===== src/rtl/carregador_memoria_instrucoes_pkg.sv =====
// rtl/carregador_memoria_instrucoes_pkg.sv - shared types and constants for the instruction loader
package carregador_memoria_instrucoes_pkg;

  localparam int LARGURA      = 8;
  localparam int PROFUNDIDADE = 256;

  localparam logic [LARGURA-1:0] INSTR_NULA = 8'h00;

  typedef enum logic [2:0] {
    ESPERA_TAM,
    CARGA,
    CHECK,
    EXECUTA,
    ERRO
  } estado_t;

endpackage


===== src/rtl/carregador_memoria_instrucoes_memoria.sv =====
// rtl/carregador_memoria_instrucoes_memoria.sv - 256x8 store, synchronous write, asynchronous read
module memoria_instrucoes_256x8
  import carregador_memoria_instrucoes_pkg::*;
(
  input  logic               clk_i,
  input  logic               we_i,
  input  logic [7:0]         addr_i,
  input  logic [LARGURA-1:0] din_i,
  input  logic [7:0]         raddr_i,
  output logic [LARGURA-1:0] dout_o
);

  logic [LARGURA-1:0] mem_q [PROFUNDIDADE];

  always_ff @(posedge clk_i) begin
    if (we_i) begin
      mem_q[addr_i] <= din_i;
    end
  end

  assign dout_o = mem_q[raddr_i];

endmodule


===== src/rtl/carregador_memoria_instrucoes.sv =====
// rtl/carregador_memoria_instrucoes.sv - byte-serial boot loader and masked instruction read port
module carregador_memoria_instrucoes
  import carregador_memoria_instrucoes_pkg::*;
(
  input  logic       Clock,
  input  logic       Reset,
  input  logic [7:0] Endereco,
  output logic [7:0] InstrucaoLida,
  input  logic [7:0] CargaDado,
  input  logic       CargaValida,
  output logic       CargaPronta,
  input  logic       Recarga,
  output logic       ResetProcessador,
  output logic       Erro
);

  estado_t     estado_q, estado_d;
  logic [8:0]  tamanho_q, tamanho_d;
  logic [8:0]  cont_q, cont_d;
  logic [7:0]  soma_q, soma_d;
  logic        rst_proc_q, rst_proc_d;
  logic        erro_q, erro_d;
  logic        mem_we;
  logic        transfer;
  logic [7:0]  mem_dout;

  assign transfer = CargaValida & CargaPronta;

  always_comb begin
    estado_d    = estado_q;
    tamanho_d   = tamanho_q;
    cont_d      = cont_q;
    soma_d      = soma_q;
    mem_we      = 1'b0;
    CargaPronta = 1'b0;
    case (estado_q)
      ESPERA_TAM: begin
        CargaPronta = 1'b1;
        if (transfer) begin
          tamanho_d = (CargaDado == 8'h00) ? 9'd256 : {1'b0, CargaDado};
          soma_d    = CargaDado;
          cont_d    = 9'd0;
          estado_d  = CARGA;
        end
      end
      CARGA: begin
        CargaPronta = 1'b1;
        if (transfer) begin
          mem_we = 1'b1;
          soma_d = soma_q ^ CargaDado;
          cont_d = cont_q + 9'd1;
          // 9-bit compare so a 256-byte program ends at 255 instead of wrapping
          if (cont_q == tamanho_q - 9'd1) begin
            estado_d = CHECK;
          end
        end
      end
      CHECK: begin
        CargaPronta = 1'b1;
        if (transfer) begin
          estado_d = (CargaDado == soma_q) ? EXECUTA : ERRO;
        end
      end
      EXECUTA, ERRO: begin
        if (Recarga) begin
          estado_d = ESPERA_TAM;
        end
      end
      default: estado_d = ESPERA_TAM;
    endcase
    rst_proc_d = (estado_d != EXECUTA);
    erro_d     = (estado_d == ERRO);
  end

  always_ff @(posedge Clock or posedge Reset) begin
    if (Reset) begin
      estado_q   <= ESPERA_TAM;
      tamanho_q  <= 9'd256;
      cont_q     <= 9'd0;
      soma_q     <= 8'h00;
      rst_proc_q <= 1'b1;
      erro_q     <= 1'b0;
    end else begin
      estado_q   <= estado_d;
      tamanho_q  <= tamanho_d;
      cont_q     <= cont_d;
      soma_q     <= soma_d;
      rst_proc_q <= rst_proc_d;
      erro_q     <= erro_d;
    end
  end

  memoria_instrucoes_256x8 u_memoria (
    .clk_i   (Clock),
    .we_i    (mem_we),
    .addr_i  (cont_q[7:0]),
    .din_i   (CargaDado),
    .raddr_i (Endereco),
    .dout_o  (mem_dout)
  );

  // Stale or partial contents are hidden unless a verified program is running
  assign InstrucaoLida = ((estado_q == EXECUTA) && ({1'b0, Endereco} < tamanho_q))
                         ? mem_dout : INSTR_NULA;

  assign ResetProcessador = rst_proc_q;
  assign Erro             = erro_q;

endmodule


===== config.mk =====
export PLATFORM = sky130hd
export DESIGN_NAME = carregador_memoria_instrucoes
export DESIGN_NICKNAME = d
export VERILOG_FILES = /design/src/rtl/carregador_memoria_instrucoes_pkg.sv /design/src/rtl/carregador_memoria_instrucoes_memoria.sv /design/src/rtl/carregador_memoria_instrucoes.sv
export SDC_FILE = /design/constraint.sdc
export NUM_CORES = 2
export LEC_CHECK = 0
export ABC_AREA = 1
export CELL_PAD_IN_SITES_DETAIL_PLACEMENT = 0
export CELL_PAD_IN_SITES_GLOBAL_PLACEMENT = 1
export CORE_MARGIN = 2
export CORE_UTILIZATION = 56
export DETAILED_ROUTE_END_ITERATION = 8
export GPL_ROUTABILITY_DRIVEN = 0
export PLACE_DENSITY_LB_ADDON = 0.1
export SETUP_SLACK_MARGIN = 0.1
export SLEW_MARGIN = 20
export SYNTH_ARGS = -nofsm -noshare
export SYNTH_HDL_FRONTEND = slang
export SYNTH_SLANG_ARGS = --single-unit

===== constraint.sdc =====
create_clock -name Clock -period 6.7 [get_ports Clock]
set_clock_uncertainty 0.15 [all_clocks]
set_input_delay 2.01 -clock Clock [delete_from_list [all_inputs] [get_ports Clock]]
set_output_delay 2.01 -clock Clock [all_outputs]
set_load 0.1 [all_outputs]

Word level (Yosys, flattened, before mapping)
Memories as Yosys holds them, arrays and structs flattened.
Cells that the tools add are included.

storage, ports and cells
  RAM bits = 2048
  memories = 1
  register bits = 31
  logic and storage cells = 50

operators by class
  order comparisons = 1
  bitwise logic cells = 2
  add/subtract/negate cells = 2
  equal/unequal tests = 10
  mux-type cells = 20
  reductions and logical operators = 8

memory list
  name             depth  width  read ports  clocked after memory_dff  write ports  line                                         source
  u_memoria.mem_q  256    8      1           0                         1            carregador_memoria_instrucoes_memoria.sv:13  logic [LARGURA-1:0] mem_q [PROFUNDIDADE];

operators with widths
  kind                 count
  $mux 9               3
  $mux 8               3
  $mux 3               6
  $pmux 9 s2           1
  $pmux 8 s2           1
  $pmux 3 s4           1
  $add 9x1->9 const B  1
  $eq 9x9->1           1
  $lt 8x9->1           1
  $sub 9x1->9 const B  1
  $eq 8x8->1           1
  $logic_not 8->1      1
  $xor 8x8->8          1
  $eq 3x2->1 const B   2
  $eq 3x3->1 const B   2
  $mux 1               5
  $ne 2x2->1 const B   2
  $eq 3x1->1 const B   1
  $logic_not 3->1      1
  $ne 3x2->1 const B   1
  $reduce_and 3->1     1
  $reduce_or 3->1      1
  $reduce_and 2->1     1
  $reduce_bool 2->1    1
  3 further kinds      3

Logic depth before layout (Yosys ltp)
  word-level depth = 8
  depth in mapped cells = 15
  mapped depth without buffers = 11

Modules after synthesis
A second synthesis with hierarchy kept.

unflattened totals
  cells, all modules = 7286
  area total of the unflattened synthesis = 85301.8 um^2

by module, submodules not included
  module                         area an instance (um^2)  cells each  sequential area each (um^2)  times used
  memoria_instrucoes_256x8       83236.1                  6995        61499.0                      1
  carregador_memoria_instrucoes  2065.7                   291         778.2                        1

Worst setup path after synthesis
Ideal clock, no wire load.

  kind = input -> output
  start = in Endereco[0]
  end = out InstrucaoLida[6]
  data arrival time = 4.453 ns
  stages = 15
  setup slack = 0.087 ns
  cells stage by stage = buf_4 > inv_4 > buf_6 > buf_6 > buf_6 > nand2_1 > nand3_1 > nand3_1 > nand3_1 > nand3_1 > nand3_1 > nand3_1 > nand3_1 > nand2_1 > nor2_1

on the way
  cells in the longest elaborated chain, start to end = 3
  elaborated cells between the ends (all ways) = 4
  those cells by class = order compare: 1; mux: 1; reduce/logical: 1; memory: 1

ends and longest elaborated chain
  item                                                                   line                                  source
  start: declaration                                                     carregador_memoria_instrucoes.sv:7    input logic [7:0] Endereco,
  parallel branches: the longest is 2 deep, another holds $mem_v2 256x8  -
  $mux 8 (*)                                                             carregador_memoria_instrucoes.sv:104  ? mem_dout : INSTR_NULA;
  end: declaration                                                       carregador_memoria_instrucoes.sv:8    output logic [7:0] InstrucaoLida,

Every way passes the cells marked *.

Worst setup path in the final report
  start = in Endereco[1]
  end = out InstrucaoLida[0]

The elaborated chain is that of the path after synthesis.

==> reports/qor.yml <==
final_common_cell: "nand2_1"
hold_path.class: "flop to flop"
clkLatencyLatePin_ns: 0.83
timing.final.crit_share: 0.985
power_switching_w: 0.00675
timing.max_cap.violations: 0
synth_nets: 7244
drive_gt1_frac: 0.0993
seqPwrFrac: 0.517
start_util: 0.562
grt_usage: 0.297
grt_max_degree: 155
power.leakage_nw: 34.1
path_clk_slew_ns: 0.06
setup.worst_path.class: "primary input to output port"
worstPathArrival_ns: 4.44
multi_input_area_um2: 20700
wirelength_mm: 238
swShare: 0.241
p_int_w: 0.0213
die_h_um: 394
holdBufCountCts: 0
period_needed_ns: 6.60
netlist_area_um2: 85100
syn_inst: 7212
layout_setup_ws_ns: 0.102
vias: 56200
ys_types: 33
hold_viol: 0
fillers: 11600
antenna_found_initial: 1
ys_seq_elements: 2079
cts_buffers: 206
seq_area_frac_synth: 0.732
root_buffer: "clkbuf_16"
grt.overflow.total: 0
cts_tree: "yes"
syn-mean-instance-area_um2: 11.8
report.final.slew_viol_count: 0
vdd_drop_max_mv: 0.265
area_delta_synth_final_pct: 13.9
io_pins: 31
synth_warnings: 0
fin_area_um2: 97000
dpl_cell_area_um2: 89200
fmax_mhz: 152
h-tree-depth: 4
worst_slew_pin_slew_ns: 1.21
rsz0062_at_grt: "true"
drt-pass1-iter-count: 9
dieWidth_um: 394
p_clk_frac: 0.389
crit_fanout: 29
critical_path_required_ns: 4.54
setup_violations: 0
nets: 7345
drt_iter0_markers: 6324
cp-end-kind: "output port"
routed_via_density: 5.90
regArea_um2: 62300
cts.sinks: 2079
first_global_vias: 53000
clockBufferDepth: 3
status: "completed"
avgRoutedWirePerCell_um: 25.0
route.detailed.drc: 0
hpwl_mm: 138
finalSetupTns_ns: 0
rows: 143
dp_slack_ns: -0.0643
powerDensity_nw_per_um2: 289
port_buffers: 30
die_area_um2: 155000
grt_pass1_wl_mm: 343
layout_common_cells: "nand2_1, edfxtp_1, nand3_1"
p_comb_frac: 0.094
ant_nets: 0
maxSlewHeadroom: 0.193
cp-start-kind: "primary input"
core_area_um2: 151000
kinds of logic (layout without fill, tap and decap cells):
kind of cell | count (synthesis) | after routing | share of synthesized area
AO/OA/AOI/OAI | 42 | 42 | 0.00262
other | 0 | 1 | 0
XOR/XNOR | 27 | 27 | 0.00294
AND/OR/NAND/NOR | 4508 | 4508 | 0.230
flip-flops | 2079 | 2079 | 0.732
adder cells (fa/ha/maj) | 12 | 12 | 0.00176
buffers and inverters | 544 | 812 | 0.0311
worst max-delay path, stage by stage:
cell	delay, ns
buf_8	0.15
inv_12	0.19
buf_12	0.19
buf_16	0.22
buf_12	0.17
nand3_1	0.13
nand3_1	0.14
nand3_1	0.13
nand3_1	0.15
nand3_1	0.15
nand2_1	0.12
nor2_1	0.06
nor2_2	0.27
nor2_4	0.10
buf_12	0.18
layer usage:
metal  vias up  global-route usage  wire length, um
met5         -                   0                0
met4         0              0.0905             7070
met3       371              0.0371            18600
met2      2387               0.475           113000
met1     27600               0.431            99300
li1      25800                   -                -
power by group through the flow:
| stage | logic, W | clock network (W) | registers (W) |
|---|---|---|---|
| after floorplan | 0.00132 | 0 | 0.0148 |
| after global placement | 0.00245 | 0 | 0.0148 |
| after detailed placement | 0.00247 | 0 | 0.0148 |
| after CTS | 0.00250 | 0.0110 | 0.0145 |
| after global routing | 0.00282 | 0.0115 | 0.0145 |
| final | 0.00264 | 0.0109 | 0.0145 |
flip-flops by register name (all words and copies together) (netlist names):
register	flops
cont_q	9
u_memoria.mem_q	2048
ResetProcessador	1
Erro	1
estado_q	3
tamanho_q	9
soma_q	8
synthesized netlist by cell type:
cell type  number  area share
nor4_1          4     0.00029
nor2_1        287       0.013
o2111ai_1       1     0.00010
inv_4           1    0.000074
nand3_1      2027        0.12
nand2_1      2144       0.095
buf_1          54      0.0024
nor3_1         40      0.0024
inv_2           3     0.00013
dfrtp_1        29      0.0085
xor2_1         22      0.0023
nand4_1         1    0.000074
inv_1          49      0.0022
xnor3_1         1     0.00026
nor2_4          1     0.00013
edfxtp_1     2048        0.72
o21ai_0        25      0.0015
buf_2         263       0.015
xnor2_1         4     0.00041
clkinv_1        1    0.000044
o22ai_1         2     0.00015
buf_6          16      0.0021
clkbuf_1      116      0.0051
buf_4          41      0.0036
nor4_4          1     0.00025
o211ai_1        1    0.000088
dfstp_2         2     0.00062
a2111oi_0       1     0.00010
nor3b_1         1    0.000088
or4_1           1    0.000088
a21oi_1        12     0.00071
nor3_2          1     0.00012
ha_1           12      0.0018
area by class of cell:
type / count / area share
flip-flops and latches: 2079 / 0.642
multi-input cells: 4589 / 0.213
clock buffers: 264 / 0.0561
repair buffers: 381 / 0.0510
well taps: 2030 / 0.0262
clock inverters: 111 / 0.00871
inverters: 54 / 0.00259
repair inverters: 2 / 0.000232
diodes: 1 / 0.0000258
repair_timing:
| item | 4_1_cts | 5_1_grt |
|---|---|---|
| setup buffers | 2 | 18 |
| pin swaps | 3 | 12 |
| gates cloned | 2 | 22 |
| gates resized for setup | 28 | 100 |
| setup endpoints to repair | 8 | 8 |
path summary, 6_finish.rpt:
| path | from | to | slack (ns) | cells after the start |
|---|---|---|---|---|
| worst max-delay path | Endereco[1] | InstrucaoLida[0] | 0.10 | 15 |
| worst min-delay path | cont_q[8] | cont_q[8] | 0.36 | 1 |
| worst max register to register | estado_q[2] | u_memoria.mem_q[56][0] | 2.67 | 7 |
| worst min register to register | cont_q[8] | cont_q[8] | 0.36 | 1 |
| max in group asynchronous | Reset | tamanho_q[8] | 4.43 | 3 |
| min in group asynchronous | Reset | Erro | 1.61 | 3 |
per-stage QoR:
step | utilization | hold WS (ns) | power, W | std cells
floorplan | - | 0.303 | 0.0161 | 7212
CTS | 0.632 | 0.360 | 0.0280 | 9470
global route | 0.641 | 0.383 | 0.0288 | 9510
finish | 0.641 | 0.358 | 0.0281 | 9511
global placement | 0.589 | 0.348 | 0.0172 | 9091
detailed placement | 0.589 | 0.353 | 0.0172 | 9091
Note: power is estimated with default switching activity, not from simulation.
